[src/rtl/ker_sram_pkg.sv]
// Shared kernel-SRAM definitions: word/address widths, bank count and the
// reader FSM state encoding. Used by both the kernel reader and writer.
package ker_sram_pkg;

    localparam int KER_DATA_W = 64;
    localparam int KER_ADDR_W = 11;
    localparam int KER_BANKS  = 8;
    localparam int KER_WCNT_W = 15;

    typedef enum logic [1:0] {
        ST_IDLE  = 2'd0,
        ST_READ  = 2'd1,
        ST_DRAIN = 2'd2,
        ST_DONE  = 2'd3
    } ker_state_t;

endpackage

[src/rtl/ker_rd_skid.sv]
// Two-entry output buffer between the SRAM read port and the stream.
// A word arriving while the buffer is empty and the stream is ready flows
// straight through. Otherwise it is stored in arrival order.
module ker_rd_skid #(
    parameter int DATA_W = 64
) (
    input  logic              clk,
    input  logic              reset,
    input  logic              in_valid,
    input  logic [DATA_W-1:0] in_data,
    input  logic              ready,
    output logic              out_valid,
    output logic [DATA_W-1:0] out_data,
    output logic [1:0]        count
);

    logic [DATA_W-1:0] slot0;
    logic [DATA_W-1:0] slot1;
    logic              pop;
    logic              stor_pop;
    logic              stor_push;

    // Present the oldest word: stored head first, otherwise the arriving word.
    always_comb begin
        // NOTE: every always_comb output gets a default first so no path can infer a latch.
        out_data  = '0;
        out_valid = (count != 2'd0) || in_valid;
        if (count != 2'd0) begin
            out_data = slot0;
        end else if (in_valid) begin
            out_data = in_data;
        end
        pop       = out_valid && ready;
        stor_pop  = pop && (count != 2'd0);
        stor_push = in_valid && !(pop && (count == 2'd0));
    end

    // Occupancy tracking; emptied on reset.
    always_ff @(posedge clk) begin
        if (reset) begin
            count <= 2'd0;
        end else begin
            count <= count + {1'b0, stor_push} - {1'b0, stor_pop};
        end
    end

    // Storage shift/fill.
    // NOTE: the data slots are not reset; count alone decides what is valid.
    always_ff @(posedge clk) begin
        if (stor_pop) begin
            slot0 <= (count == 2'd2) ? slot1 : in_data;
            slot1 <= in_data;
        end else if (stor_push) begin
            if (count == 2'd0) begin
                slot0 <= in_data;
            end else begin
                slot1 <= in_data;
            end
        end
    end

endmodule

[src/rtl/ker_sram_r.sv]
// Kernel SRAM reader. It streams ker_read_len+1 words from each of the 8 banks
// in address-major, bank-minor order into a downstream FIFO. Reads are issued
// only while the 2-entry output buffer can absorb them, so no word is dropped
// under backpressure.
// Optional: define KER_SRAM_R_WCNT_EN to add the ker_read_wcnt_dout word counter.
module ker_sram_r
    import ker_sram_pkg::*;
#(
    parameter int DATA_W = KER_DATA_W,
    parameter int ADDR_W = KER_ADDR_W,
    parameter int BANKS  = KER_BANKS
) (
    input  logic              clk,
    input  logic              reset,
    input  logic              start_ker_read,
    input  logic [ADDR_W-1:0] ker_read_len,
    output logic              ker_read_busy,
    output logic              ker_read_done,
    output logic [DATA_W-1:0] ker_read_data_dout,
    input  logic              ker_read_full_n_din,
    output logic              ker_read_write_dout,
    output logic              cen_kersr_0, cen_kersr_1, cen_kersr_2, cen_kersr_3,
    output logic              cen_kersr_4, cen_kersr_5, cen_kersr_6, cen_kersr_7,
    output logic              wen_kersr_0, wen_kersr_1, wen_kersr_2, wen_kersr_3,
    output logic              wen_kersr_4, wen_kersr_5, wen_kersr_6, wen_kersr_7,
    output logic [ADDR_W-1:0] addr__kersr_0, addr__kersr_1, addr__kersr_2, addr__kersr_3,
    output logic [ADDR_W-1:0] addr__kersr_4, addr__kersr_5, addr__kersr_6, addr__kersr_7,
    input  logic [DATA_W-1:0] dout_kersr_0, dout_kersr_1, dout_kersr_2, dout_kersr_3,
    input  logic [DATA_W-1:0] dout_kersr_4, dout_kersr_5, dout_kersr_6, dout_kersr_7
`ifdef KER_SRAM_R_WCNT_EN
    ,
    output logic [KER_WCNT_W-1:0] ker_read_wcnt_dout
`endif
);

    localparam int BANK_W = $clog2(BANKS);
    localparam logic [BANK_W-1:0] LAST_BANK = BANK_W'(BANKS - 1);

    ker_state_t        state;
    logic              busy;
    logic              done;
    logic [ADDR_W-1:0] addr;
    logic [ADDR_W-1:0] len_q;
    logic [BANK_W-1:0] bank;
    logic [BANK_W-1:0] rd_bank;
    logic              rd_vld;
    logic              issue;
    logic              last_issue;
    logic              drain_empty;
    logic              pop;
    logic              buf_valid;
    logic [1:0]        buf_count;
    logic [2:0]        occ;
    logic [BANKS-1:0]  cen;
    logic [DATA_W-1:0] rd_data;
    logic [DATA_W-1:0] bank_dout [BANKS];

    assign bank_dout[0] = dout_kersr_0;
    assign bank_dout[1] = dout_kersr_1;
    assign bank_dout[2] = dout_kersr_2;
    assign bank_dout[3] = dout_kersr_3;
    assign bank_dout[4] = dout_kersr_4;
    assign bank_dout[5] = dout_kersr_5;
    assign bank_dout[6] = dout_kersr_6;
    assign bank_dout[7] = dout_kersr_7;
    assign rd_data      = bank_dout[rd_bank];

    ker_rd_skid #(.DATA_W(DATA_W)) u_skid (
        .clk       (clk),
        .reset     (reset),
        .in_valid  (rd_vld),
        .in_data   (rd_data),
        .ready     (ker_read_full_n_din),
        .out_valid (buf_valid),
        .out_data  (ker_read_data_dout),
        .count     (buf_count)
    );

    assign pop                 = buf_valid && ker_read_full_n_din;
    assign ker_read_write_dout = pop;

    // Credit check: buffered + in-flight - popped must leave room for one more read.
    always_comb begin
        cen         = '1;
        occ         = {1'b0, buf_count} + {2'b00, rd_vld};
        issue       = (state == ST_READ) && (occ < (3'd2 + {2'b00, pop}));
        last_issue  = issue && (bank == LAST_BANK) && (addr == len_q);
        drain_empty = (occ == {2'b00, pop});
        if (issue) begin
            cen[bank] = 1'b0;
        end
    end

    // Job FSM with address/bank counters and registered busy/done.
    always_ff @(posedge clk) begin
        // NOTE: sequential state uses non-blocking assignments only, so every register sees pre-edge values.
        if (reset) begin
            state   <= ST_IDLE;
            busy    <= 1'b0;
            done    <= 1'b0;
            addr    <= '0;
            len_q   <= '0;
            bank    <= '0;
            rd_bank <= '0;
            rd_vld  <= 1'b0;
        end else begin
            rd_vld  <= issue;
            rd_bank <= bank;
            done    <= 1'b0;
            if (issue) begin
                if (bank == LAST_BANK) begin
                    bank <= '0;
                    if (addr != len_q) begin
                        addr <= addr + 1'b1;
                    end
                end else begin
                    bank <= bank + 1'b1;
                end
            end
            case (state)
                ST_IDLE: begin
                    if (start_ker_read) begin
                        state <= ST_READ;
                        busy  <= 1'b1;
                        len_q <= ker_read_len;
                        addr  <= '0;
                        bank  <= '0;
                    end
                end
                ST_READ: begin
                    if (last_issue) begin
                        state <= ST_DRAIN;
                    end
                end
                ST_DRAIN: begin
                    if (drain_empty) begin
                        state <= ST_DONE;
                        done  <= 1'b1;
                    end
                end
                ST_DONE: begin
                    state <= ST_IDLE;
                    busy  <= 1'b0;
                end
                default: state <= ST_IDLE;
            endcase
        end
    end

`ifdef KER_SRAM_R_WCNT_EN
    logic [KER_WCNT_W-1:0] wcnt;

    // Words written in the current job; cleared on an accepted start.
    always_ff @(posedge clk) begin
        if (reset) begin
            wcnt <= '0;
        end else if ((state == ST_IDLE) && start_ker_read) begin
            wcnt <= '0;
        end else if (pop) begin
            wcnt <= wcnt + 1'b1;
        end
    end

    assign ker_read_wcnt_dout = wcnt;
`endif

    assign ker_read_busy = busy;
    assign ker_read_done = done;

    assign cen_kersr_0 = cen[0];
    assign cen_kersr_1 = cen[1];
    assign cen_kersr_2 = cen[2];
    assign cen_kersr_3 = cen[3];
    assign cen_kersr_4 = cen[4];
    assign cen_kersr_5 = cen[5];
    assign cen_kersr_6 = cen[6];
    assign cen_kersr_7 = cen[7];

    assign wen_kersr_0 = 1'b1;
    assign wen_kersr_1 = 1'b1;
    assign wen_kersr_2 = 1'b1;
    assign wen_kersr_3 = 1'b1;
    assign wen_kersr_4 = 1'b1;
    assign wen_kersr_5 = 1'b1;
    assign wen_kersr_6 = 1'b1;
    assign wen_kersr_7 = 1'b1;

    assign addr__kersr_0 = addr;
    assign addr__kersr_1 = addr;
    assign addr__kersr_2 = addr;
    assign addr__kersr_3 = addr;
    assign addr__kersr_4 = addr;
    assign addr__kersr_5 = addr;
    assign addr__kersr_6 = addr;
    assign addr__kersr_7 = addr;

endmodule

[config.mk]
export PLATFORM = sky130hd
export DESIGN_NAME = ker_sram_r
export DESIGN_NICKNAME = d
export VERILOG_FILES = /design/src/rtl/ker_sram_pkg.sv /design/src/rtl/ker_rd_skid.sv /design/src/rtl/ker_sram_r.sv
export SDC_FILE = /design/constraint.sdc
export NUM_CORES = 1
export LEC_CHECK = 0
export ABC_AREA = 1
export BUFFER_PORTS_ARGS = -buffer_cell sky130_fd_sc_hd__buf_4
export CAP_MARGIN = 20
export CORE_AREA = 2 2 272 274
export DETAILED_ROUTE_END_ITERATION = 8
export DIE_AREA = 0 0 274 276
export SETUP_SLACK_MARGIN = 0.5
export SYNTH_ARGS = -nofsm -noshare
export SYNTH_HDL_FRONTEND = slang
export SYNTH_SLANG_ARGS = --single-unit
export TNS_END_PERCENT = 50
[constraint.sdc]
create_clock -name clk -period 7.44 [get_ports clk]
set_clock_uncertainty 0.05 [all_clocks]
set_input_delay 1.488 -clock clk [delete_from_list [all_inputs] [get_ports clk]]
set_output_delay 1.488 -clock clk [all_outputs]
set_load 0.005 [all_outputs]
After elaboration in Yosys (flattened, before gate mapping) --
Cells that the tools add are included.
Operators by class: add/sub/neg operators 6, order comparisons 4, equal/unequal tests 12, mux-type cells 31, bitwise logic cells 3, reductions and logical operators 22
Operator list (number):
- two-way mux 64 bit | 11
- binary-select mux 64 bit (select 3 bit) | 1
- two-way mux 11 bit | 5
- two-way mux 3 bit | 4
- adder 11 x 1 -> 11 bit, second input constant | 1
- == test 11 bit | 1
- != test 11 bit | 1
- logical AND 1 bit | 8
- two-way mux 8 bit | 1
- inverter 8 bit | 1
- case mux 2 bit (4 select lines) | 1
- AND reduction 2 bit | 4
- nonzero test 2 bit | 4
- == test 2 bit, second input constant | 3
- two-way mux 2 bit | 3
- != test 2 bit, second input constant | 3
- greater-or-equal comparator 4 bit, second input constant | 1
- logical NOT 2 bit | 2
- less-than comparator 3 x 4 -> 1 bit, second input constant | 1
- inverter 3 -> 4 bit | 1
- adder 2 x 1 -> 3 bit | 1
- adder 2 x 1 -> 3 bit, first input constant | 1
- adder 3 x 1 -> 3 bit, second input constant | 1
- demux 1 bit (select 3 bit) | 1
- 15 further kinds | 17
Word-level totals: bits in registers 163, bits of input ports 527, output and inout port bits 171

Logic depth before layout (Yosys ltp) --
Gate-level depths: netlist (run 1).
depth in word-level cells 10, gate-level depth with buffers 13

Hierarchy --
Synthesis (run 1) repeated with hierarchy kept, for this count alone.
Unflattened totals: cells, all modules 1838, area total of the unflattened synthesis 12420.7 um2
By module, submodules not included:
- ker_sram_r | times used 1, cells an instance 1262, area an instance 6607.6 um2, sequential area each 660.6 um2
- ker_rd_skid | times used 1, cells an instance 576, area an instance 5813.1 um2, sequential area each 3883.7 um2

Least setup slack after synthesis (run 1) --
OpenSTA, ideal clock, no wires.
path kind input port to flip-flop, start point in ker_read_full_n_din, end point reg u_skid.slot0[0] (enable), arrival time 4.805 ns, data required time 6.883 ns, path slack 2.078 ns, stages 3, buffers on the path 0, cells stage by stage inv_1 -> nor2_1 -> a21oi_1
On the way: word-level cells in the longest chain between the ends 6, elaborated cells on any way between the ends 8, classes of those cells reduce/logical: 8
RTL lines:
- start: declaration | RTL line ker_sram_r.sv:20 | input logic ker_read_full_n_din,
- logical AND 1 bit * | RTL line ker_rd_skid.sv:33 | pop = out_valid && ready;
- logical AND 1 bit | RTL line ker_rd_skid.sv:35 | stor_push = in_valid && !(pop && (count == 2'd0));
- logical NOT 1 bit | RTL line ker_rd_skid.sv:35
- logical AND 1 bit | RTL line ker_rd_skid.sv:35
- nonzero test 2 bit (no source line)
- AND reduction 2 bit (no source line) *
- end signal: assignment | RTL line ker_rd_skid.sv:51 | slot0 <= (count == 2'd2) ? slot1 : in_data;
- end signal: assignment | RTL line ker_rd_skid.sv:55 | slot0 <= in_data;
- end: declaration | RTL line ker_rd_skid.sv:17 | logic [DATA_W-1:0] slot0;
Every way passes the cells marked *; elsewhere a longest branch is shown, timed or not. A chain may end at the register's enable or synchronous reset.

Final worst setup path (run 1) --
start point reg rd_bank[0], end point out ker_read_data_dout[31]
On the way: word-level cells in the longest chain between the ends 6
RTL lines:
- start: declaration | RTL line ker_sram_r.sv:45 | logic [BANK_W-1:0] rd_bank;
- start signal: assignment | RTL line ker_sram_r.sv:108 | rd_bank <= bank;
- inverter 3 -> 4 bit (not written as such) | RTL line ker_sram_r.sv:66 | assign rd_data = bank_dout[rd_bank];
- binary-select mux 64 bit (select 3 bit) | RTL line ker_sram_r.sv:66
- two-way mux 64 bit (not written as such) (2 in series) | RTL line ker_sram_r.sv:66
- two-way mux 64 bit | RTL line ker_rd_skid.sv:30 | end else if (in_valid) begin
- two-way mux 64 bit | RTL line ker_rd_skid.sv:28 | if (count != 2'd0) begin
- end: declaration | RTL line ker_sram_r.sv:19 | output logic [DATA_W-1:0] ker_read_data_dout,
No other way between the ends. The select of a mux whose other input is x is not followed.

==> metrics.md, run 1 <==
| Metric | Value |
|---|---|
| CP most frequent cell | buf_4 |
| Number of port buffers | 689 |
| XOR/XNOR Fraction of Synth Area | 0.3605% |
| Most frequent cells in the layout | buf_4 (709), nor2_1 (432), o21ai_1 (206) |
| Post-synthesis cell type count | 29 |
| Buf+Inv Stages, Crit Path | 2 |
| Fin. Hold Viols | 0 |
| Post-CTS setup buffers | 0 |
| Placed cell area | 0.01754 mm^2 |
| Vias per std cell | 4.301 |
| Max frequency | 192.1 MHz |
| Clock power frac | 20.0% |
| Max FO, Critical Path | 91 |
| CP Data Arrival Time | 3670 ps |
| Setup Total Neg Slack | 0 ps |
| CTS H-tree lvls | 4 |
| Reg power frac | 31.1% |
| First-pass GRT wire length | 85840 um |
| Core area | 0.07259 mm^2 |
| DRT iter0 DRCs | 964 |
| Compound-Gate Fraction of Synth Area | 26.58% |
| Status | finished, final reports clean |
| Sink Count | 163 |
| Post-synthesis simple-gate area fraction | 20.64% |
| Final period util | 69.98% |
| Die area | 0.07562 mm^2 |
| Worst vdd ir | 0.1782 mV |
| DRC Markers | 0 |
| Via count | 13840 |
| Resize count post-CTS | 0 |
| Final setup viols | 0 |
| Mean Syn Cell Area | 7.080 um^2 |
| Routed Antenna Nets | 0 |
| Hold WS | 423.6 ps |
| Switching power total | 2068 uW |
| Synth top area cells | edfxtp_1 (32%), nor2_1 (13%), o21ai_1 (8.5%) |
| Worst slew margin | 27.58% |
| Worst min path class | reg2reg |
| Crit path cell chain | buf_4, nor2_1, o32ai_1, o21ai_1, o21ai_0, buf_4 |
| Slew @ Worst Pin | 1086 ps |
| Adder-cell share of the synthesized area | 1.236% |
| Yosys Warn Count | 0 |
| Int Power | 2837 uW |
| Cells after Synth | 1716 |
| Synth-to-Final Area Change | 49.65% |
| Vias in the first global route | 13020 |
| Commonest non-fill, non-tap cell in the layout | buf_4 |
| Stages on worst setup path | 6 |
| Die Wd | 274 um |
| R2R cell count | 5 |
| Main combinational cell family by area after synthesis | compound AO/OA/AOI/OAI gates |
| Slowest Stage Delay on Critical Path | 800 ps |
| PD cells | 269.8 mW/mm^2 |
| Required time worst endpoint | 5900 ps |
| CTS Root Cell | clkbuf_16 |
| Pin count of the biggest net entering global routing | 107 |
| Ports | 698 |
| DRT Wirelength | 61470 um |
| Synth Register Bits | 163 |
| Die Y-Extent | 276 um |
| Startpoint types | flip-flop |
| Max-Cap Viols | 0 |
| # hold bufs at CTS | 0 |
| Num CTS Buffers | 17 |
| Sequential fraction of the synthesis area | 37.40% |
| Family with the most delay on the worst path | compound AO/OA/AOI/OAI gates |
| Initial Utilization | 16.74% |
| Placed wire-length estimate | 47070 um |
| Layout cells sized above 1 | 33.85% |
| Clock period minus worst slack | 5206 ps |
| Combinational share of power | 48.9% |
| Rows | 99 |
| Fin area | 0.01818 mm^2 |
| Total track usage | 15.47% |
| Net Sw Frac | 42.16% |
| Max-slew violations | 0 |
| Top cell type's share of synthesized area | 31.64% |
| Clock slew at reported path FFs | 80 ps |
| Mux share of post-synthesis cell area | 0% |
| DR WL/cell | 19.10 um |
| DR pass1 iterations | 5 |
| WHS Path Cells | 2 |
| CTS tree | done |
| Nets | 2777 |
| Initial antenna violation count | 10 |
| Worst reg2reg setup slack | 4260 ps |
| Critical Path Slowest Stage Cell | dfxtp_4 |
| RSZ-0062 raised after global routing | false |
| Clock latency on the worst-skew pair | 480 ps |
| Total grt overflow | 0 |
| CP endpoint kind | primary output |
| Most area-hungry cell type in the Yosys netlist | edfxtp_1 |
| Setup CP Type | reg2out |
| P_leak | 0.007756 uW |
| Routability Congestion | 0.9861 |
| Mapped Area | 0.01215 mm^2 |
| Clock Path Buffers | 2 |
[logic make-up after synthesis]
kind of cell	count (synthesis)
xor+xnor	5
simple gates	657
flops	163
compound gates	554
other cells	1
buf+inv	324
fa+ha+maj	12
[worst reg2reg max path, delay by kind of cell, from the launching register on]
kind | cells | cell delay (ps)
AOI/OAI and AO/OA | 3 | 1210
buffers and inverters | 1 | 780
DFF | 1 | 800
and+or+nand+nor | 1 | 210
[sequential cells by signal (all words and copies together) (netlist names)]
signal,count
len_q,11
u_skid.count,2
state,2
rd_vld,1
bank,3
ker_read_done,1
rd_bank,3
addr__kersr_0,11
ker_read_busy,1
u_skid.slot1,64
u_skid.slot0,64
[synth_stat cells]
cell,instances
o211ai_1,57
nand3b_1,1
o211ai_2,7
a211oi_1,3
xor2_1,1
conb_1,1
xnor2_1,4
o21ai_0,192
ha_1,12
o21ai_2,3
buf_2,21
o32ai_1,64
buf_4,95
o21ai_1,206
clkbuf_1,88
nand2_1,199
nor2_1,433
a21boi_0,1
buf_8,1
nand4_1,6
edfxtp_1,128
nor3_1,2
buf_6,8
inv_2,1
a21oi_1,21
dfxtp_1,35
buf_1,2
inv_1,108
nand3_1,16
[routing by layer]
metal | vias up | global-route usage [%] | part of all wire [%]
met5 | - | 0 | 0.021
met4 | 2 | 4.989 | 1.9
met3 | 47 | 3.517 | 7.5
met2 | 545 | 25.47 | 47
met1 | 6420 | 19.87 | 43
li1 | 6828 | - | -
[area by class of cell]
class | instances | area [um^2]
diodes | 8 | 20.02
clock buffers | 18 | 429.2
clock inverters | 14 | 190.2
fillers | 8165 | 54410
inverters | 109 | 417.9
multi-input cells | 1236 | 6006
flip-flops and latches | 163 | 4556
well taps | 959 | 1200
repair buffers | 711 | 5363
[final timing paths]
| kind | startpoint | end |
|---|---|---|
| worst min register to register | len_q[8] | len_q[8] |
| worst min-delay path | len_q[8] | len_q[8] |
| worst max register to register | rd_bank[0] | u_skid.slot0[29] |
| worst max-delay path | rd_bank[0] | ker_read_data_dout[31] |
[power groups by stage]
stage / Combinational, uW / Clock [uW] / Sequential, uW
2_1_floorplan: 1270 / 0 / 1500
3_3_place_gp: 2440 / 0 / 1530
3_5_place_dp: 2450 / 0 / 1540
4_1_cts: 2460 / 1030 / 1530
5_1_grt: 2670 / 1050 / 1560
6_report: 2400 / 979 / 1530
[per-stage QoR]
stage	total power, uW	util [%]	worst slack, ps	instances
after global routing	5271	25.03	1934	3214
after detailed placement	3998	24.17	2645	3178
final	4906	25.05	2234	3218
after global placement	3975	24.17	2640	3178
after floorplan	2773	-	2078	1723
after CTS	5015	25.02	2058	3210
(Power assumes the default switching activity.)
==> run 2, diff against run 1 <==
==> constraint.sdc (replaced) <==
create_clock -name clk -period 4.2 [get_ports clk]
set_clock_uncertainty 0.05 [all_clocks]
set_input_delay 0.84 -clock clk [delete_from_list [all_inputs] [get_ports clk]]
set_output_delay 0.84 -clock clk [all_outputs]
set_load 0.005 [all_outputs]
==> metrics.md, run 2 (synthesized netlist as in run 1, its figures left out) <==
| Metric | Value |
|---|---|
| Sink Count | 163 (unchanged) |
| CTS Root Cell | clkbuf_16 |
| Total grt overflow | 0 (unchanged) |
| Commonest non-fill, non-tap cell in the layout | buf_4 |
| Crit path cell chain | buf_8, o21ai_0, o211ai_1, o21ai_1, o21ai_1, buf_4 |
| Critical Path Slowest Stage Cell | o211ai_1 |
| Ports | 698 (unchanged) |
| Grt met3 use | 4.699% (+1.2 points) |
| Reg2reg start | u_skid.count[1] |
| Worst min path class | reg2reg |
| Fin. Hold Viols | 0 (unchanged) |
| Layout cells sized above 1 | 34.54% (+0.69 points) |
| CP startpoint | rd_bank[0] |
| Routability Congestion | 0.9876 (+0.15%) |
| Most frequent cells in the layout | buf_4 (719), nor2_1 (432), o21ai_1 (204) |
| Largest regs | u_skid.slot0 (64), u_skid.slot1 (64) |
| Hold WS | 424.3 ps (+0.7360 ps) |
| Pin count of the biggest net entering global routing | 116 (+8.4%) |
| Max-Cap Viols | 0 (unchanged) |
| Required time worst endpoint | 3310 ps (-2590 ps) |
| Vias in the first global route | 13350 (+2.5%) |
| Nets | 2796 (+0.68%) |
| DR pass1 iterations | 5 (unchanged) |
| First-pass GRT wire length | 87480 um (+1.9%) |
| Overall Power | 8680 uW (+77%) |
| Setup Total Neg Slack | 0 ps (unchanged) |
| Startpoint types | flip-flop |
| Clock Path Buffers | 2 (unchanged) |
| Num CTS Buffers | 17 (unchanged) |
| Max FO, Critical Path | 30 (-67%) |
| Met2 Track Usage GR | 25.72% (+0.25 points) |
| DRC Markers | 0 (unchanged) |
| Worst vdd ir | 0.3214 mV (+80%) |
| CTS H-tree lvls | 4 (unchanged) |
| Number of port buffers | 689 (unchanged) |
| Rows | 99 (unchanged) |
| Clock latency on the worst-skew pair | 470 ps (about the same) |
| Routed Antenna Nets | 0 (unchanged) |
| P_leak | 0.007888 uW (+1.7%) |
| Setup CP Type | reg2out |
| Status | finished, final reports clean |
| CP Data Arrival Time | 2810 ps (-860 ps) |
| Max-slew violations | 0 (unchanged) |
| Die Wd | 274 um (unchanged) |
| Fin area | 0.01843 mm^2 (+1.4%) |
| Die Y-Extent | 276 um (unchanged) |
| Hold path start | len_q[3] |
| RSZ-0062 raised after global routing | true |
| Vias per std cell | 4.355 (+1.2%) |
| Gr busiest metal | met2 |
| Placed wire-length estimate | 47210 um (+0.29%) |
| Worst slew margin | 30.12% (+2.5 points) |
| GRT met1 Usage | 19.74% (-0.12 points) |
| CP endpoint kind | primary output |
| Max frequency | 270.0 MHz |
| PD cells | 471.0 mW/mm^2 (+75%) |
| Slew @ Worst Pin | 1044 ps (-42.70 ps) |
| DR WL/cell | 19.27 um (+0.90%) |
| Final setup viols | 0 (unchanged) |
| Clock slew at reported path FFs | 70 ps (about the same) |
| Initial Utilization | 16.74% (unchanged) |
| Placed cell area | 0.01772 mm^2 (+1.0%) |
| Core area | 0.07259 mm^2 (unchanged) |
| R2R cell count | 5 (unchanged) |
| DRT iter0 DRCs | 825 (-14%) |
| Clock period minus worst slack | 3704 ps |
| Die area | 0.07562 mm^2 (unchanged) |
| CTS tree | done |
| DRT Wirelength | 62330 um (+1.4%) |
| FILL cells | 8103 (-0.76%) |
| CP most frequent cell | o21ai_1 |
| Total track usage | 15.72% (+0.25 points) |
| WHS Path Cells | 2 (unchanged) |
| Initial antenna violation count | 9 (-1) |
| Final period util | 88.19% |
| Synth-to-Final Area Change | 51.69% |
| Via count | 14080 (+1.7%) |
| Slowest Stage Delay on Critical Path | 840 ps (+40 ps) |
==> run 2: changes by cell type in the layout (fill, tap and decap cells not counted), moves of 2 or more <==
cell     change
buf_12       +7
inv_8        -3
o21ai_1      -2
buf_4       +10
diode_2      -3
o21ai_2      +2
inv_6        +3
==> run 2: power breakdown <==
| group | internal (uW) | switching, uW | total, uW |
|---|---|---|---|
| Combinational | 1680 | 2690 | 4370 |
| Sequential | 2470 | 192 | 2660 |
| Clock | 891 | 756 | 1650 |
| Total | 5040 | 3640 | 8680 |
==> run 2: layer usage <==
metal,wire length [um],vias up,part of all wire [%]
met1,26320,6537,42
li1,-,6873,-
met3,5624,68,9.0
met5,58,-,0.093
met2,29070,595,47
met4,1263,10,2.0
==> run 2: layout make-up <==
type	count	area (um^2)	share of cell area (%)
timing repair buffer	730	5620	30.50
sequential	163	4556	24.72
multi-input combinational	1236	6021	32.67
tap	959	1200	6.511
clock buffer	17	425.4	2.308
inverter	109	426.7	2.315
antenna	5	12.51	0.06789
clock inverter	15	167.7	0.9098
==> run 2: timing repair <==
item / CTS / global route
hold buffers: 0 / 0
pin swaps: 1 / 1
setup buffers: 4 / 0
gates resized for setup: 3 / 6
endpoints found under the setup margin: 20 / 9
endpoints found under the hold margin: 0 / 0
==> run 2: worst paths after layout <==
path	slack, ps	end
setup reg to reg	1460	u_skid.slot0[62]
hold reg to reg	420	len_q[3]
setup / recovery	500	ker_read_data_dout[22]
hold / removal	420	len_q[3]
==> run 2: worst max-delay path: cells and delay by family (launching register included) <==
kind                   cells  cell delay, ps
AOI/OAI and AO/OA          4            1390
buffers and inverters      2             390
DFF                        1             500
==> run 2: per-stage QoR <==
| stage | setup WS [ps] | instances | util [%] |
|---|---|---|---|
| after floorplan | -427.4 | 1723 | - |
| after global placement | 733.5 | 3193 | 24.41 |
| after detailed placement | 766.7 | 3193 | 24.41 |
| after CTS | 469.2 | 3229 | 25.33 |
| after global routing | 421.9 | 3231 | 25.38 |
| final | 496.1 | 3234 | 25.39 |
==> run 3, diff against run 2 <==
--- a/config.mk
+++ b/config.mk
@@ -5,12 +5,12 @@
 export SDC_FILE = /design/constraint.sdc
 export NUM_CORES = 1
 export LEC_CHECK = 0
-export ABC_AREA = 1
+export ABC_AREA = 0
 export BUFFER_PORTS_ARGS = -buffer_cell sky130_fd_sc_hd__buf_4
 export CAP_MARGIN = 20
-export CORE_AREA = 2 2 272 274
+export CORE_AREA = 2 2 270 272
 export DETAILED_ROUTE_END_ITERATION = 8
-export DIE_AREA = 0 0 274 276
+export DIE_AREA = 0 0 272 274
 export SETUP_SLACK_MARGIN = 0.5
 export SYNTH_ARGS = -nofsm -noshare
 export SYNTH_HDL_FRONTEND = slang
==> constraint.sdc (replaced) <==
create_clock -name clk -period 4.2 [get_ports clk]
set_clock_uncertainty 0.05 [all_clocks]
set_input_delay 1.26 -clock clk [delete_from_list [all_inputs] [get_ports clk]]
set_output_delay 1.26 -clock clk [all_outputs]
set_load 0.005 [all_outputs]
==> metrics.md, run 3 <==
| Metric | Value |
|---|---|
| CP Data Arrival Time | 2480 ps (-330 ps) |
| Required time worst endpoint | 2890 ps (-420 ps) |
| Max-slew violations | 0 (unchanged) |
| Top cells by count, synth | edfxtp_1 (128), nand2_1 (96), buf_4 (86), mux4_2 (86), a21oi_1 (85) |
| Worst vdd ir | 0.2499 mV (-22%) |
| Worst min path class | reg2reg |
| Final WS setup | 414.6 ps (-81.53 ps) |
| Placed cell area | 0.01738 mm^2 (-1.9%) |
| Critical Path Slowest Stage Cell | mux4_2 |
| Final setup viols | 0 (unchanged) |
| Clock Path Buffers | 2 (unchanged) |
| Cell with the most instances after synthesis | edfxtp_1 |
| Die Wd | 272 um (-0.73%) |
| Core area | 0.07197 mm^2 (-0.85%) |
| Worst slew margin | 57.54% (+27 points) |
| Synth top area cells | edfxtp_1 (33%), mux4_2 (17%), mux4_1 (9.4%) |
| Fin area | 0.01910 mm^2 (+3.6%) |
| Hold WS | 425.2 ps (+0.9230 ps) |
| Yosys Warn Count | 0 (unchanged) |
| Synth Register Bits | 163 (unchanged) |
| RSZ-0062 raised after global routing | true |
| DRT Wirelength | 48130 um (-23%) |
| FILL cells | 7552 (-6.8%) |
| Mean Syn Cell Area | 11.66 um^2 (+65%) |
| Layout cells sized above 1 | 58.94% (+24 points) |
| Sequential fraction of the synthesis area | 38.82% (+1.4 points) |
| DRT iter0 DRCs | 613 (-26%) |
| CP endpoint kind | primary output |
| Total track usage | 11.64% (-4.1 points) |
| Max FO, Critical Path | 3 (-90%) |
| Initial Utilization | 16.27% (-0.47 points) |
| Final period util | 90.13% (+1.9 points) |
| Cells after Synth | 1004 (-41%) |
| Clock period minus worst slack | 3785 ps (+81.53 ps) |
| Vias in the first global route | 10670 (-20%) |
| Slowest Stage Delay on Critical Path | 500 ps (-340 ps) |
| Routed Antenna Nets | 0 (unchanged) |
| Post-synthesis cell type count | 42 (+45%) |
| Ys async rst share | 0% (unchanged) |
| CTS Root Cell | clkbuf_16 |
| Util after Layout | 26.54% (+1.2 points) |
| Rows | 99 (unchanged) |
| Num CTS Buffers | 17 (unchanged) |
| Largest regs | u_skid.slot0 (64), u_skid.slot1 (64) |
| PD cells | 421.8 mW/mm^2 (-10%) |
| Status | finished, final reports clean |
| Top cell type's share of synthesized area | 32.83% (+1.2 points) |
| Die Y-Extent | 274 um (-0.72%) |
| Via count | 10690 (-24%) |
| Routability Congestion | 0.8367 (-15%) |
| Nets | 2182 (-22%) |
| Max-Cap Viols | 0 (unchanged) |
| Fin. Hold Viols | 0 (unchanged) |
| Vias per std cell | 4.085 (-6.2%) |
| CP most frequent cell | buf_4 |
| Placed wire-length estimate | 36440 um (-23%) |
| CTS H-tree lvls | 4 (unchanged) |
| Family with the most delay on the worst path | multiplexers |
| Buf+Inv Stages, Crit Path | 2 (unchanged) |
| Most area-hungry cell type in the Yosys netlist | edfxtp_1 |
| Crit path cell chain | buf_4, mux4_2, mux2i_4, o21ai_1, buf_4 |
| Pin count of the biggest net entering global routing | 82 (-29%) |
| Total grt overflow | 0 (unchanged) |
| Slew @ Worst Pin | 636.8 ps (-406.8 ps) |
| DR WL/cell | 18.39 um (-4.6%) |
| Commonest non-fill, non-tap cell in the layout | buf_4 |
| Startpoint types | input pin |
| Ports | 698 (unchanged) |
| Die area | 0.07453 mm^2 (-1.4%) |
| Post-synth EDFFs | 128 (unchanged) |
| Clock slew at reported path FFs | 70 ps (about the same) |
| DR pass1 iterations | 5 (unchanged) |
| First-pass GRT wire length | 64580 um (-26%) |
| P_leak | 0.007833 uW (-0.70%) |
| Sink Count | 163 (unchanged) |
| Ys flop type | edfxtp_1 |
| Clock latency on the worst-skew pair | 470 ps (about the same) |
| Setup Total Neg Slack | 0 ps (unchanged) |
| Number of port buffers | 689 (unchanged) |
| Initial antenna violation count | 7 (-2) |
| Setup CP Type | in2out |
| # hold bufs at CTS | 0 (unchanged) |
| CTS tree | done |
| Most frequent cells in the layout | buf_4 (742), edfxtp_1 (128), mux4_2 (96) |
| Max frequency | 264.2 MHz (-2.2%) |
| Pre-CTS WS | 181.1 ps (-585.6 ps) |
| Synth-to-Final Area Change | 63.14% |
| DRC Markers | 0 (unchanged) |
| Mapped Area | 0.01171 mm^2 (-3.6%) |
[run 3: cell count changes after synthesis, sizes merged, moves of 7 or more]
cell | previous run | this run
a21oi | 21 | 85
clkbuf | 88 | 34
inv | 109 | 70
mux2i | 0 | 68
mux4 | 0 | 128
nand2 | 199 | 96
nor2 | 433 | 75
nor2b | 0 | 9
o211ai | 64 | 0
o21ai | 401 | 72
o32ai | 64 | 0
or3 | 0 | 7
xnor2 | 4 | 13
[run 3: worst min-delay path, delay by kind of cell, from the launching register on]
family,cells,cell delay [ps]
AO/OA/AOI/OAI,1,50
flip-flops,1,320
AND/OR/NAND/NOR,1,50
[run 3: kinds of logic (layout without fill, tap and decap cells)]
| family | count (synthesis) | in the layout | share of synthesized area [%] |
|---|---|---|---|
| buffers and inverters | 227 | 872 | 11.35 |
| and+or+nand+nor | 225 | 225 | 8.357 |
| muxes | 196 | 196 | 31.78 |
| AOI/OAI and AO/OA | 165 | 165 | 7.257 |
| DFF | 163 | 163 | 38.82 |
| xor gates and xnor gates | 15 | 15 | 1.122 |
| adders and majority gates | 12 | 12 | 1.282 |
| other | 1 | 10 | 0.03203 |
[run 3: per-layer routing]
metal / vias to the layer above / GRT usage (%) / wire length (um)
met3: 65 / 3.170 / 3845
met5: - / 0 / 32
met1: 5147 / 13.76 / 18540
li1: 4944 / - / -
met2: 529 / 19.31 / 23850
met4: 6 / 6.116 / 1867
[run 3: report_power, final]
part	leakage [uW]	total [uW]	internal [uW]	switching, uW
clock network	0.000296	1670	953	718
registers	0.00146	2490	2340	144
logic	0.00608	3900	1890	2010
total	0.00783	8060	5190	2870
[run 3: final timing paths]
check / startpoint / to / slack, ps / cells after the start
setup / recovery: dout_kersr_3[61] / ker_read_data_dout[61] / 410 / 5
hold / removal: len_q[4] / len_q[4] / 430 / 2
setup reg to reg: u_skid.count[1] / addr__kersr_0[9] / 1650 / 9
hold reg to reg: len_q[4] / len_q[4] / 430 / 2
[run 3: through the flow]
stage / power, uW / instances
finish: 8057 / 2617
global route: 8611 / 2617
CTS: 8006 / 2586
detailed placement: 6048 / 2528
global placement: 5968 / 2528
floorplan: 4261 / 1011
[run 3: timing repair]
action | 4_1_cts | 5_1_grt
endpoints found under the setup margin | 64 | 71
hold endpoints to repair | 0 | 0
buffers inserted | 23 | 21
pin swaps | 4 | 6
gates resized for setup | 61 | 57
gates cloned | 3 | 7
[run 3: layout make-up]
| type | count | area, um^2 | area share [%] |
|---|---|---|---|
| diodes | 2 | 5.005 | 0.02620 |
| clock inverters | 14 | 191.4 | 1.002 |
| clock buffers | 18 | 429.2 | 2.247 |
| flip-flops and latches | 163 | 4556 | 23.85 |
| well taps | 959 | 1200 | 6.282 |
| repair buffers | 770 | 6143 | 32.17 |
| inverters | 70 | 262.8 | 1.376 |
| multi-input cells | 621 | 6312 | 33.05 |
